==> src/rtl/pipe_stage_if.sv <==
// Pipeline boundary bundle between a producing stage and a consuming stage.
//   in_valid / in_data   : producer's instruction and payload, into the stage register
//   out_valid / out_data : registered instruction and payload, to the consumer stage
// Modports:
//   master : the surrounding pipeline (drives in_*, observes out_*)
//   slave  : the stage register itself (reads in_*, drives out_*)
interface pipe_stage_if #(
    parameter int DATA_W = 64
);
    logic              in_valid;
    logic [DATA_W-1:0] in_data;
    logic              out_valid;
    logic [DATA_W-1:0] out_data;

    modport master (output in_valid, output in_data, input out_valid, input out_data);
    modport slave  (input in_valid, input in_data, output out_valid, output out_data);
endinterface

==> src/rtl/pipe_stage_reg.sv <==
// Generic pipeline register for a stage boundary (IF/ID, ID/EX, EX/MEM, MEM/WB).
// Carries a packed payload plus valid bit. The register obeys the shared stall vector,
// inserts a NOP bubble when this stage stalls but the next one does not, and can
// be flushed. Saturating counters record hold, bubble and flush cycles.
// Ports:
//   clk, rst    : clock; synchronous active-high reset
//   stall       : shared stall vector; bit STALL_IDX is this stage (s_up), the next
//                 bit is the consuming stage (s_dn). STALL_IDX+1 must be < STALL_W.
//   flush       : kill the held/incoming instruction
//   cnt_clr     : synchronous clear of the three counters (wins over increments)
//   pif         : boundary bundle (in_valid/in_data in, out_valid/out_data out)
//   stall_cnt   : cycles spent holding
//   bubble_cnt  : bubbles inserted
//   flush_cnt   : flush cycles applied
module pipe_stage_reg #(
    parameter int                DATA_W    = 64,
    parameter logic [DATA_W-1:0] NOP_VAL   = '0,
    parameter int                STALL_W   = 5,
    parameter int                STALL_IDX = 2,
    parameter int                CNT_W     = 16
) (
    input  logic               clk,
    input  logic               rst,
    input  logic [STALL_W-1:0] stall,
    input  logic               flush,
    input  logic               cnt_clr,
    pipe_stage_if.slave        pif,
    output logic [CNT_W-1:0]   stall_cnt,
    output logic [CNT_W-1:0]   bubble_cnt,
    output logic [CNT_W-1:0]   flush_cnt
);

    typedef enum logic [1:0] {
        ACT_LOAD   = 2'd0,
        ACT_HOLD   = 2'd1,
        ACT_BUBBLE = 2'd2,
        ACT_FLUSH  = 2'd3
    } act_e;

    logic              s_up;
    logic              s_dn;
    act_e              act;
    logic              vld_p1;
    logic [DATA_W-1:0] data_p1;
    logic [CNT_W-1:0]  stall_cnt_q;
    logic [CNT_W-1:0]  bubble_cnt_q;
    logic [CNT_W-1:0]  flush_cnt_q;

    // Counters stick at all-ones rather than wrapping.
    function automatic logic [CNT_W-1:0] sat_inc(input logic [CNT_W-1:0] v);
        return (&v) ? v : v + 1'b1;
    endfunction

    assign s_up = stall[STALL_IDX];
    assign s_dn = stall[STALL_IDX+1];

    // Action decode. The unreachable !s_up & s_dn combination falls into LOAD.
    always_comb begin
        act = ACT_LOAD;
        if (flush)
            act = ACT_FLUSH;
        else if (s_up && !s_dn)
            act = ACT_BUBBLE;
        else if (s_up && s_dn)
            act = ACT_HOLD;
    end

    // Stage boundary: producer -> consumer register.
    always_ff @(posedge clk) begin
        if (rst) begin
            vld_p1  <= 1'b0;
            data_p1 <= NOP_VAL;
        end else begin
            case (act)
                ACT_FLUSH, ACT_BUBBLE: begin
                    vld_p1  <= 1'b0;
                    data_p1 <= NOP_VAL;
                end
                ACT_LOAD: begin
                    vld_p1  <= pif.in_valid;
                    data_p1 <= pif.in_data;
                end
                default: ;
            endcase
        end
    end

    always_ff @(posedge clk) begin
        if (rst || cnt_clr) begin
            stall_cnt_q  <= '0;
            bubble_cnt_q <= '0;
            flush_cnt_q  <= '0;
        end else begin
            case (act)
                ACT_FLUSH:  flush_cnt_q  <= sat_inc(flush_cnt_q);
                ACT_BUBBLE: bubble_cnt_q <= sat_inc(bubble_cnt_q);
                ACT_HOLD:   stall_cnt_q  <= sat_inc(stall_cnt_q);
                default: ;
            endcase
        end
    end

    assign pif.out_valid = vld_p1;
    assign pif.out_data  = data_p1;
    assign stall_cnt     = stall_cnt_q;
    assign bubble_cnt    = bubble_cnt_q;
    assign flush_cnt     = flush_cnt_q;

endmodule

==> src/flat_wrapper.sv <==
// flat-port wrapper written by rule: the top's interface ports become plain ports
module pipe_stage_reg_flat 
#(
    parameter int                DATA_W    = 64,
    parameter logic [DATA_W-1:0] NOP_VAL   = '0,
    parameter int                STALL_W   = 5,
    parameter int                STALL_IDX = 2,
    parameter int                CNT_W     = 16
)
  (clk, rst, stall, flush, cnt_clr, stall_cnt, bubble_cnt, flush_cnt, pif_in_valid, pif_in_data, pif_out_valid, pif_out_data);
  pipe_stage_if #(.DATA_W(DATA_W)) pif_i ();
  input  logic clk;
  input  logic rst;
  input  logic [STALL_W-1:0] stall;
  input  logic flush;
  input  logic cnt_clr;
  output logic [CNT_W-1:0] stall_cnt;
  output logic [CNT_W-1:0] bubble_cnt;
  output logic [CNT_W-1:0] flush_cnt;
  input wire logic [$bits(pif_i.in_valid)-1:0] pif_in_valid;
  input wire logic [$bits(pif_i.in_data)-1:0] pif_in_data;
  output wire logic [$bits(pif_i.out_valid)-1:0] pif_out_valid;
  output wire logic [$bits(pif_i.out_data)-1:0] pif_out_data;
  assign pif_i.in_valid = pif_in_valid;
  assign pif_i.in_data = pif_in_data;
  assign pif_out_valid = pif_i.out_valid;
  assign pif_out_data = pif_i.out_data;
  pipe_stage_reg #(.DATA_W(DATA_W), .NOP_VAL(NOP_VAL), .STALL_W(STALL_W), .STALL_IDX(STALL_IDX), .CNT_W(CNT_W)) u_core (.clk(clk), .rst(rst), .stall(stall), .flush(flush), .cnt_clr(cnt_clr), .pif(pif_i), .stall_cnt(stall_cnt), .bubble_cnt(bubble_cnt), .flush_cnt(flush_cnt));
endmodule
==> config.mk <==
export PLATFORM = sky130hd
export DESIGN_NAME = pipe_stage_reg_flat
export DESIGN_NICKNAME = d
export VERILOG_FILES = /design/src/rtl/pipe_stage_if.sv /design/src/rtl/pipe_stage_reg.sv /design/src/flat_wrapper.sv
export SDC_FILE = /design/constraint.sdc
export NUM_CORES = 1
export LEC_CHECK = 0
export BUFFER_PORTS_ARGS = -buffer_cell sky130_fd_sc_hd__buf_2
export CORE_ASPECT_RATIO = 0.7
export CORE_MARGIN = 8
export CORE_UTILIZATION = 40
export DETAILED_ROUTE_END_ITERATION = 12
export GPL_TIMING_DRIVEN = 0
export PLACE_DENSITY = 0.68
export SETUP_SLACK_MARGIN = 0.4
export SLEW_MARGIN = 0
export SYNTH_ARGS = -nofsm -noshare
export SYNTH_HDL_FRONTEND = slang
export SYNTH_SLANG_ARGS = --single-unit
==> constraint.sdc <==
create_clock -name clk -period 2.33 [get_ports clk]
set_input_delay 0.466 -clock clk [delete_from_list [all_inputs] [get_ports clk]]
set_output_delay 0.466 -clock clk [all_outputs]
set_load 0.1 [all_outputs]
== Word level (Yosys, flattened, before mapping) ==
Cells that the tools add are included.

* Memories kept: 0
* RAM bits: 0
* Output and inout port bits: 113
* Register bits after elaboration: 113
* Word-level logic and storage cells: 32
* Bits in latches: 0
* Input bits: 74
* Bits in read-only memories: 0

* Mux-type cells: 5
* Multipliers: 0
* Equality and inequality tests: 3
* Reductions and logical operators: 13
* Bitwise operators: 3
* $add $sub $neg: 3
* Shift-type cells: 0
* Divide/modulo/power cells: 0
* $lt $le $gt $ge: 0

{| class="wikitable"
|+ Operator list
! kind !! number
|-
| $pmux W64 S2 || 1
|-
| $add A16 B1 Y16 const B || 3
|-
| $reduce_and A16 Y1 || 3
|-
| $reduce_and A2 Y1 || 3
|-
| $eq A2 B2 Y1 const B || 2
|-
| $mux W2 || 2
|-
| $not A1 Y1 || 3
|-
| $eq A2 B1 Y1 const B || 1
|-
| $logic_and A1 B1 Y1 || 2
|-
| $logic_not A2 Y1 || 1
|-
| $pmux W1 S2 || 1
|-
| $reduce_bool A2 Y1 || 1
|-
| $reduce_or A2 Y1 || 1
|-
| $logic_not A1 Y1 || 1
|-
| $logic_or A1 B1 Y1 || 1
|-
| $mux W1 || 1
|}

== Longest topological paths before layout ==
* Word-level depth: 7
* Mapped depth: 7
* Depth with buffers taken out: 5

== Least setup slack after synthesis ==
No wires, ideal clock.

* Path kind: reg-to-reg
* From: reg u_core.bubble_cnt_q[3] (netlist: u_core.bubble_cnt[3])
* To: reg u_core.bubble_cnt_q[13] (netlist: u_core.bubble_cnt[13])
* Library setup time: 70 ps
* Setup slack: -221 ps
* Path buffers: 0
* Clock period less this slack: 2,551 ps
* Stages on the path, launching flop included: 5
* Arrival time: 2,481 ps
* Required time: 2,260 ps
* Cell sequence: dfxtp_1 -> nand3_1 -> or4_4 -> or4_1 -> a21oi_1

* Cells in the longest elaborated chain, start to end: 3
* Elaborated cells between the ends (all ways): 4
* Those cells by class: 1 x add/sub; 1 x bitwise; 2 x reduce/logical

{| class="wikitable"
|+ Ends and longest elaborated chain
! what !! RTL line !! text
|-
| start, declared || pipe_stage_reg.sv:46 || <nowiki>logic [CNT_W-1:0] bubble_cnt_q;</nowiki>
|-
| start signal, assigned || pipe_stage_reg.sv:96 || <nowiki>ACT_BUBBLE: bubble_cnt_q <= sat_inc(bubble_cnt_q);</nowiki>
|-
| parallel branches: the longest is 3 deep, another holds $add A16 B1 Y16 || n/a ||
|}

Parallel ways; which one is timed is not known.
A chain may end at the register's enable or synchronous reset.

== Final worst setup path ==
* From: reg u_core.stall_cnt_q[0] (netlist: u_core.stall_cnt[0])
* To: reg u_core.stall_cnt_q[13] (netlist: u_core.stall_cnt[13])

* Cells in the longest elaborated chain, start to end: 3
* Elaborated cells between the ends (all ways): 4
* Those cells by class: 1 x add/sub; 1 x bitwise; 2 x reduce/logical

{| class="wikitable"
|+ Ends and longest elaborated chain
! what !! RTL line !! text
|-
| start, declared || pipe_stage_reg.sv:45 || <nowiki>logic [CNT_W-1:0] stall_cnt_q;</nowiki>
|-
| start signal, assigned || pipe_stage_reg.sv:97 || <nowiki>ACT_HOLD: stall_cnt_q <= sat_inc(stall_cnt_q);</nowiki>
|-
| parallel branches: the longest is 3 deep, another holds $add A16 B1 Y16 || n/a ||
|}

Parallel ways; which one is timed is not known.

==> metrics.yaml <==
die:
  core_area_um2: 11600
  io_pins: 187
  start_util: 0.405
  die_area_um2: 15500
  die_y_um: 107
  rows: 33
  die_w_um: 145
sta:
  rsz0062_at_grt: "no"
  setup_violations: 0
  fin_skew_ps: 10.4
  drv_slew: 0
  fmax_ghz: 0.542
  min_period_ps: 1840
  relSlewSlack: 0.582
  finalCritPeriodShare: 0.791
  hold_slack_ps: 311
  hold_violations: 0
  worst_pin_slew_ps: 625
cells_and_area:
  fin_util: 0.569
  fin_nets: 813
  final_cells: 906
  fillCellCount: 1065
  area_delta_synth_final_pct: 40.3
  drive_above_1_share: 0.378
  num_antenna_cells: 0
power:
  power_density_nw_per_um2: 781
  leakage_nw: 2.81
  power.total_w: 0.00513
  pwr-share-seq: 0.384
  p_sw_w: 0.00139
  switching_share: 0.270
  comb_power_share: 0.104
  p_clk_frac: 0.512
  p_int_w: 0.00375
  ir_drop_uv: 566
logic_synthesis:
  seq_area_frac_synth: 0.483
  synth_seq_cells: 113
  synth_nets: 611
  synth_flop_cell: "dfxtp_1"
  ys.warnings.count: 0
  postSynthAreaPerCell_um2: 8.78
  synth_cells: 534
  netlist_area_um2: 4690
  async_flop_share: 0
  synth-edff-count: 0
  ys_types: 42
worst_setup_path:
  crit_required_ps: 2610
  crit_type: "reg -> reg"
  end_kind: "register"
  worstSetupStartpointType: "register"
  cp.arrival_ps: 2120
  cp_max_fo: 10
  rr_worst_depth: 6
placement:
  placed_cells: 874
  place_congestion: 0.897
  dp_hpwl_um: 11700
  portBuffers: 183
cts:
  clk_latency_ps: 400
  clockBufferDepth: 2
  tritoncts: "done"
  htree_levels: 4
  cts_setup_buffers: 0
  cts.clk_slew.worst_paths_ps: 60
  clock_sinks: 113
  cts_root_buf: "clkbuf_16"
  cts_buffers: 17
drt:
  viasPerCell: 5.59
  drt_iter0_markers: 374
  via_count: 5062
  dr.pass1.iters: 5
  routed_wl_um: 15300
  ant_nets: 0
  drc: 0
  wl_per_cell_um: 16.9
global_route:
  grt_max_degree: 17
  antenna_found_initial: 0
  track_usage: 0.190
  first_global_vias: 4803
  grt_pass1_wl_um: 24500
  grt.overflow.total: 0
run_status:
  status: "completed"
job:
  maxCapViolCount: 0
min_path:
  hold_class: "in -> reg"
  hold_path_depth: 3
## flip-flops by register name, indices dropped and copies added, names as in the netlist
name / count
u_core.bubble_cnt: 16
u_core.flush_cnt: 16
u_core.pif.out_data: 64
u_core.pif.out_valid: 1
u_core.stall_cnt: 16
## synthesized netlist by cell type, drive strengths merged (7+ instances only)
cell    number  area, µm²
and4         9       78.8
nor3         7       35.0
o31ai       15        113
nand4       16        100
nand2       26       97.6
a21oi       31        155
dfxtp      113       2260
and3         8       50.1
clkbuf      30        113
nand3       25        125
nor2        76        285
nor4         8       50.1
a22oi       65        488
inv          8       30.0
o21ai       13       65.1
or3         16        100
or4         13        101
## layout by cell type (no fill, tap or decap), types with 3 or more instances in the layout
cell / count
a41o_1: 5
dfxtp_4: 23
a211oi_1: 3
clkbuf_16: 18
inv_6: 4
nand3_1: 25
clkbuf_1: 20
inv_1: 8
nor2_1: 76
nand2_1: 26
clkbuf_2: 13
a31oi_1: 6
a22oi_1: 65
ha_1: 3
a21oi_1: 31
or3_1: 16
buf_2: 183
nand4_1: 16
o311ai_0: 4
and2_1: 3
clkinv_4: 3
and4_1: 9
dfxtp_1: 65
o21ai_0: 13
or4_1: 12
dfxtp_2: 25
and3_1: 8
nor3_1: 7
nor4_1: 5
o31ai_1: 15
o41ai_1: 4
## cell type report
| class | instances | area (µm²) | share of cell area |
|---|---|---|---|
| sequential | 113 | 2380 | 0.362 |
| tap | 157 | 196 | 0.0299 |
| multi-input combinational | 377 | 2290 | 0.348 |
| clock buffer | 19 | 464 | 0.0706 |
| clock inverter | 13 | 148 | 0.0225 |
| inverter | 8 | 30.0 | 0.00457 |
| buffer | 36 | 155 | 0.0236 |
| timing repair buffer | 183 | 916 | 0.139 |
## repair_timing
| item | 4_1_cts | 5_1_grt |
|---|---|---|
| hold buffers | 0 | 0 |
| setup endpoints to repair | 39 | 69 |
| resized for setup | 5 | 21 |
## power by group through the flow
stage / clock network [W] / logic [W] / registers [W]
floorplan: 0 / 0.000122 / 0.00227
global placement: 0 / 0.000527 / 0.00201
detailed placement: 0 / 0.000535 / 0.00201
CTS: 0.00269 / 0.000536 / 0.00197
global route: 0.00279 / 0.000564 / 0.00197
finish: 0.00263 / 0.000535 / 0.00197
## cell families after synthesis
| family | Yosys count | synth area share |
|---|---|---|
| flip-flops | 113 | 0.483 |
| AO/OA/AOI/OAI | 156 | 0.233 |
| multiplexers | 2 | 0.00427 |
| AND/OR/NAND/NOR | 216 | 0.237 |
| adder cells (fa/ha/maj) | 3 | 0.00801 |
| buffers and inverters | 44 | 0.0352 |
## through the flow
step           TNS (ps)  setup slack (ps)  instance area (µm²)
4_1_cts               0               411                 6550
2_1_floorplan         0               345                 4810
6_report              0               486                 6580
5_1_grt               0               383                 6580
3_5_place_dp      -4910              -252                 5920
3_3_place_gp      -3280              -177                 5920
## worst paths after layout
check                                                 startpoint                                    to  slack, ps
worst max-delay path            u_core.stall_cnt[0]$_SDFFE_PP0P_     u_core.stall_cnt[13]$_SDFFE_PP0P_        490
worst min-delay path                             pif_in_data[15]  u_core.pif.out_data[15]$_SDFFE_PP0P_        310
worst max register to register  u_core.stall_cnt[0]$_SDFFE_PP0P_     u_core.stall_cnt[13]$_SDFFE_PP0P_        490
worst min register to register  u_core.flush_cnt[2]$_SDFFE_PP0P_      u_core.flush_cnt[2]$_SDFFE_PP0P_        470
## per-layer routing
| metal | global-route usage | vias to the layer above | share of wire | wire length (µm) |
|---|---|---|---|---|
| li1 | - | 2457 | - | - |
| met3 | 0.0636 | 19 | 0.072 | 1100 |
| met2 | 0.287 | 194 | 0.46 | 7030 |
| met1 | 0.250 | 2392 | 0.45 | 6950 |
| met4 | 0.0637 | 0 | 0.015 | 228 |
| met5 | 0 | - | 0 | 0 |
## worst max-delay path: stages, from the launching register on
cell,delay [ps]
dfxtp_4,360
ha_1,230
nand4_1,260
nor4_4,400
clkbuf_4,260
nor4b_1,80
mux2i_1,120
Note: power is estimated with default switching activity, not from simulation.
